File: src/rtl/pll_reset_sequencer.sv
// PLL reset sequencer: pulses PLL RST, waits for a stable synchronized lock,
// then releases the three clock-domain resets in a staggered order 0,1,2.
module pll_reset_sequencer #(
   parameter int RST_CYCLES   = 16,
   parameter int LOCK_TIMEOUT = 256,
   parameter int LOCK_STABLE  = 8,
   parameter int STAGGER      = 4,
   parameter int MAX_RETRIES  = 3
) (
   input  logic       clk,
   input  logic       cpu_reset,
   input  logic       pll_locked,
   input  logic       restart,
   output logic       pll_rst,
   output logic [2:0] domain_rst,
   output logic       ready,
   output logic       fail,
   output logic [2:0] retry_cnt
);

   localparam int MAX_AB  = (RST_CYCLES > LOCK_TIMEOUT) ? RST_CYCLES : LOCK_TIMEOUT;
   localparam int MAX_CD  = (LOCK_STABLE > 2 * STAGGER) ? LOCK_STABLE : 2 * STAGGER;
   localparam int CNT_MAX = (MAX_AB > MAX_CD) ? MAX_AB : MAX_CD;
   localparam int CW      = $clog2(CNT_MAX + 1);

   // The cycle that detects lock already counts as the first stable cycle.
   localparam int STABLE_LAST_I = (LOCK_STABLE > 1) ? LOCK_STABLE - 2 : 0;

   localparam logic [CW-1:0] RST_LAST     = CW'(RST_CYCLES - 1);
   localparam logic [CW-1:0] TIMEOUT_LAST = CW'(LOCK_TIMEOUT - 1);
   localparam logic [CW-1:0] STABLE_LAST  = CW'(STABLE_LAST_I);
   localparam logic [CW-1:0] RELEASE_LAST = CW'(2 * STAGGER - 1);
   localparam logic [CW-1:0] STAGGER_C    = CW'(STAGGER);
   localparam logic [2:0]    RETRY_LIMIT  = 3'(MAX_RETRIES);

   typedef enum logic [2:0] {
      ASSERT_RST,
      WAIT_LOCK,
      STABLE,
      RELEASE,
      RUN,
      FAIL
   } state_t;

   state_t          state_q, state_d;
   logic [CW-1:0]   cnt_q, cnt_d;
   logic [2:0]      retry_q, retry_d;
   logic            lockSync1_q, lockSync2_q;
   logic            pllRst_q, pllRst_d;
   logic [2:0]      domainRst_q, domainRst_d;
   logic            ready_q, ready_d;
   logic            fail_q, fail_d;
   logic            enter;
   logic            lockedS;
   logic [2:0]      retryInc;

   assign lockedS  = lockSync2_q;
   assign retryInc = retry_q + 3'd1;

   always_ff @(posedge clk) begin
      if (cpu_reset) begin
         state_q     <= ASSERT_RST;
         cnt_q       <= '0;
         retry_q     <= 3'd0;
         lockSync1_q <= 1'b0;
         lockSync2_q <= 1'b0;
         pllRst_q    <= 1'b1;
         domainRst_q <= 3'b111;
         ready_q     <= 1'b0;
         fail_q      <= 1'b0;
      end else begin
         state_q     <= state_d;
         cnt_q       <= cnt_d;
         retry_q     <= retry_d;
         lockSync1_q <= pll_locked;
         lockSync2_q <= lockSync1_q;
         pllRst_q    <= pllRst_d;
         domainRst_q <= domainRst_d;
         ready_q     <= ready_d;
         fail_q      <= fail_d;
      end
   end

   // Restart outranks every in-state decision, including timeout and lock loss.
   always_comb begin
      state_d = state_q;
      retry_d = retry_q;
      enter   = 1'b0;
      if (restart) begin
         state_d = ASSERT_RST;
         retry_d = 3'd0;
         enter   = 1'b1;
      end else begin
         case (state_q)
            ASSERT_RST: begin
               if (cnt_q == RST_LAST) begin
                  state_d = WAIT_LOCK;
                  enter   = 1'b1;
               end
            end
            WAIT_LOCK: begin
               if (lockedS) begin
                  if (LOCK_STABLE > 1) begin
                     state_d = STABLE;
                  end else begin
                     state_d = RELEASE;
                  end
                  enter = 1'b1;
               end else if (cnt_q == TIMEOUT_LAST) begin
                  retry_d = retryInc;
                  if (retryInc == RETRY_LIMIT) begin
                     state_d = FAIL;
                  end else begin
                     state_d = ASSERT_RST;
                  end
                  enter = 1'b1;
               end
            end
            STABLE: begin
               if (!lockedS) begin
                  state_d = WAIT_LOCK;
                  enter   = 1'b1;
               end else if (cnt_q == STABLE_LAST) begin
                  state_d = RELEASE;
                  enter   = 1'b1;
               end
            end
            RELEASE: begin
               if (!lockedS) begin
                  state_d = ASSERT_RST;
                  enter   = 1'b1;
               end else if (cnt_q == RELEASE_LAST) begin
                  state_d = RUN;
                  retry_d = 3'd0;
                  enter   = 1'b1;
               end
            end
            RUN: begin
               if (!lockedS) begin
                  state_d = ASSERT_RST;
                  enter   = 1'b1;
               end
            end
            FAIL: begin
               state_d = FAIL;
            end
            default: begin
               state_d = ASSERT_RST;
               enter   = 1'b1;
            end
         endcase
      end
   end

   // RUN and FAIL have no timed exit, so the counter parks there instead of wrapping.
   always_comb begin
      cnt_d = cnt_q;
      if (enter) begin
         cnt_d = '0;
      end else if (state_q != RUN && state_q != FAIL) begin
         cnt_d = cnt_q + 1'b1;
      end
   end

   always_comb begin
      pllRst_d    = 1'b0;
      domainRst_d = 3'b111;
      ready_d     = 1'b0;
      fail_d      = 1'b0;
      case (state_d)
         ASSERT_RST: pllRst_d = 1'b1;
         RELEASE:    domainRst_d = {1'b1, (cnt_d < STAGGER_C), 1'b0};
         RUN: begin
            domainRst_d = 3'b000;
            ready_d     = 1'b1;
         end
         FAIL: begin
            pllRst_d = 1'b1;
            fail_d   = 1'b1;
         end
         default: ;
      endcase
   end

   assign pll_rst    = pllRst_q;
   assign domain_rst = domainRst_q;
   assign ready      = ready_q;
   assign fail       = fail_q;
   assign retry_cnt  = retry_q;

endmodule

File: config.mk
export PLATFORM = sky130hd
export DESIGN_NAME = pll_reset_sequencer
export DESIGN_NICKNAME = d
export VERILOG_FILES = /design/src/rtl/pll_reset_sequencer.sv
export SDC_FILE = /design/constraint.sdc
export NUM_CORES = 1
export LEC_CHECK = 0
export CAP_MARGIN = 20
export CORE_UTILIZATION = 40
export CTS_CLUSTER_DIAMETER = 80
export DETAILED_ROUTE_END_ITERATION = 12
export HOLD_SLACK_MARGIN = 0.03
export PLACE_DENSITY_LB_ADDON = 0.25
export SLEW_MARGIN = 0
export SYNTH_ARGS = -nofsm -noshare
export SYNTH_HDL_FRONTEND = slang
export SYNTH_SLANG_ARGS = --single-unit
File: constraint.sdc
create_clock -name clk -period 2.4 [get_ports clk]
set_input_delay 0.24 -clock clk [delete_from_list [all_inputs] [get_ports clk]]
set_output_delay 0.24 -clock clk [all_outputs]
set_load 0.01 [all_outputs]
==> flow_summary_export.csv <==
group,metric,value,unit
global_routing,overflow,0,
setup_path,required,2.65,ns
cells_and_area,area_growth,14.7,%
detailed_routing,antenna_left,0,
clock_network,clkSinkCount,23,
timing,slew_violations,0,
timing,max-slew-margin-rel,0.666,
timing,max_freq,448,MHz
detailed_routing,highest_layer,"met4",
timing,tightest_slew,0.498,ns
hold_path,hold_path_class,"input port to flip-flop",
synth,ys_seq_area_frac,0.373,
placed_design,numPortBuffers,12,
synth,syn_area_per_cell,8.64,µm²
floorplanning,rows,19,
setup_path,crit_path_cell_trace,"ha_1, nand3_1, nor2_1, ha_1, or4_1, o221ai_1, nand2_1, or3_4, a211oi_2",
cells_and_area,fin_nets,166,
cells_and_area,diodes,0,
setup_path,r2r_cells,9,
synth,synth_cell_types,44,
timing,hold_viol_final,0,
synth,yosys_warnings,0,
pwr,fin_total_pwr,0.604,mW
clock_network,cts-resized-gates,0,
floorplanning,start_util,0.437,
synth,synth.most_common_cell,"dfxtp_1",
clock_network,cts-htree-levels,1,
pwr,p_per_area,426,nW/µm²
floorplanning,die_h,57.6,µm
detailed_routing,wl,2530,µm
synth,synth_fp_nets,152,
setup_path,start_kind,"flip-flop",
setup_path,worst-path-stages,9,
global_routing,grt_pass1_vias,901,
setup_path,cp_slowest_stage_delay,0.41,ns
cells_and_area,fin_area,1420,µm²
setup_path,crit_slowest_cell,"or4_1",
clock_network,root_buffer,"clkbuf_4",
synth,synth_common_cells,"dfxtp_1 (23), nor2_1 (19), nand2_1 (8)",
timing,min_period,2.23,ns
setup_path,cp-end-kind,"flip-flop",
pwr,peakVddDrop,0.277,mV
detailed_routing,first_pass_iters,4,
clock_network,clk_latency,0.32,ns
global_routing,grtUsageTotal,0.162,
synth,synth_top_flop_cell,"dfxtp_1",
timing,period_share,0.930,
placed_design,gp_congestion,0.834,
detailed_routing,met1_length,1180,µm
timing,skew,0.000989,ns
placed_design,place_ws,0.0998,ns
timing,final.setup.tns,0,ns
job,cap_violations,0,
status,outcome,"complete, no violations",
detailed_routing,dr_total_vias,1056,
synth,netlist_top_cells_area,"dfxtp_1 (37%), nor2_1 (5.8%), ha_1 (5.1%)",
setup_path,cp_common_cell,"ha_1",
floorplanning,fp.dieW,57.6,µm
global_routing,grt_pass1_wl,4130,µm
clock_network,cts_setup_buffers,0,
timing,setup_viol,0,
detailed_routing,drt_iter0_drc,43,
setup_path,worst-path-buf-inv,0,
synth,synth_cells,143,
floorplanning,die-area,3310,µm²
synth,synth_top_area_share,0.373,
setup_path,cp_max_fo,9,
synth,ys_ff_latch,23,
setup_path,path_delay_family,"simple AND/OR/NAND/NOR gates",
setup_path,path_class,"flip-flop to flip-flop",
clock_network,clk_pin_slew,0.13,ns
clock_network,hold_buffers,0,
timing,worst_slack,0.168,ns
synth,async_flop_share,0,
placed_design,placed_area,1380,µm²
clock_network,clock_path_buffers,2,
global_routing,antenna_found_initial,0,
placed_design,dp_hpwl,1850,µm
detailed_routing,drc,0,
setup_path,arrival,2.48,ns
clock_network,numCtsBuffers,3,
floorplanning,coreArea,2830,µm²
clock_network,cts_tree,"built",
synth,syn_area,1230,µm²
detailed_routing,wl_met2,1260,µm
detailed_routing,wire_per_inst,13.5,µm
detailed_routing,dr_wl_met3,57,µm
global_routing,grt_start_max_net_pins,15,
hold_path,whs_path_depth,2,
synth,synth_edf_count,0,
detailed_routing,vias_per_cell,5.65,
pwr,p_leak,0.531,nW
floorplanning,ios,13,
timing,rsz0062_at_grt,"false",
cells_and_area,drive_gt1_frac,0.0962,
synth,yosysTopAreaCell,"dfxtp_1",
## metrics by stage
stage | hold slack (ns) | std cells | utilization
2_1_floorplan | 0.312 | 143 | -
3_3_place_gp | 0.435 | 183 | 0.488
3_5_place_dp | 0.441 | 183 | 0.488
4_1_cts | 0.446 | 187 | 0.499
5_1_grt | 0.451 | 187 | 0.501
6_report | 0.455 | 187 | 0.501
## cells by family after synthesis
family	synth area share
AOI/OAI and AO/OA	0.165
DFF	0.373
xor gates and xnor gates	0.0567
adders and majority gates	0.0507
and+or+nand+nor	0.299
buffers and inverters	0.0557
## flip-flops by register name, indices dropped and copies added, names as in the netlist
| register | flops |
|---|---|
| pll_rst | 1 |
| state_q | 3 |
| ready | 1 |
| cnt_q | 9 |
| fail | 1 |
| domain_rst | 3 |
| lockSync1_q | 1 |
| lockSync2_q | 1 |
| retry_cnt | 3 |
## worst paths after layout
path	startpoint	to	slack [ns]
worst max-delay path	cnt_q[0]	cnt_q[1]	0.17
worst max register to register	cnt_q[0]	cnt_q[1]	0.17
worst min register to register	lockSync1_q	lockSync2_q	0.47
worst min-delay path	pll_locked	lockSync1_q	0.46
## final cells by class
| type | instances | area (µm²) |
|---|---|---|
| tap | 31 | 38.8 |
| sequential | 23 | 460 |
| clock buffer | 3 | 22.5 |
| fill | 254 | 1410 |
| multi-input combinational | 107 | 711 |
| timing repair buffer | 17 | 158 |
| clock inverter | 1 | 7.51 |
| inverter | 5 | 18.8 |
## worst register-to-register path, cell delays in order (launching register included)
cell	delay (ns)
dfxtp_1	0.36
ha_1	0.21
nand3_1	0.08
nor2_1	0.05
ha_1	0.22
or4_1	0.41
o221ai_1	0.09
nand2_1	0.11
or3_4	0.41
a211oi_2	0.22
## power breakdown
group | switching [mW] | internal (mW)
sequential | 0.00311 | 0.385
combinational | 0.0125 | 0.0127
clock | 0.127 | 0.0637
total | 0.143 | 0.461
## layer usage
layer | vias to the layer above | track usage
li1 | 538 | -
met1 | 499 | 0.216
met2 | 15 | 0.261
met3 | 4 | 0.0408
met4 | 0 | 0.0418
met5 | - | 0
## cells in the final DEF, fill, tap and decap left out, types with 2 or more instances in the layout
cell and n:
and3_1 3, a21boi_0 2, a211oi_1 2, o21ai_0 4, buf_4 5, or2_2 2
a211oi_2 2, inv_1 5, nor2b_1 5, clkdlybuf4s50_1 12, nand2_1 8, o221ai_1 2
xnor2_1 4, nor3_1 5, nand3_1 3, ha_1 5, and3b_1 4, dfxtp_1 23
nand2b_1 4, nand3b_1 2, nor2_1 19, a21oi_1 2, nand4_1 5, clkbuf_4 3
xor2_1 4
(Power assumes the default switching activity.)
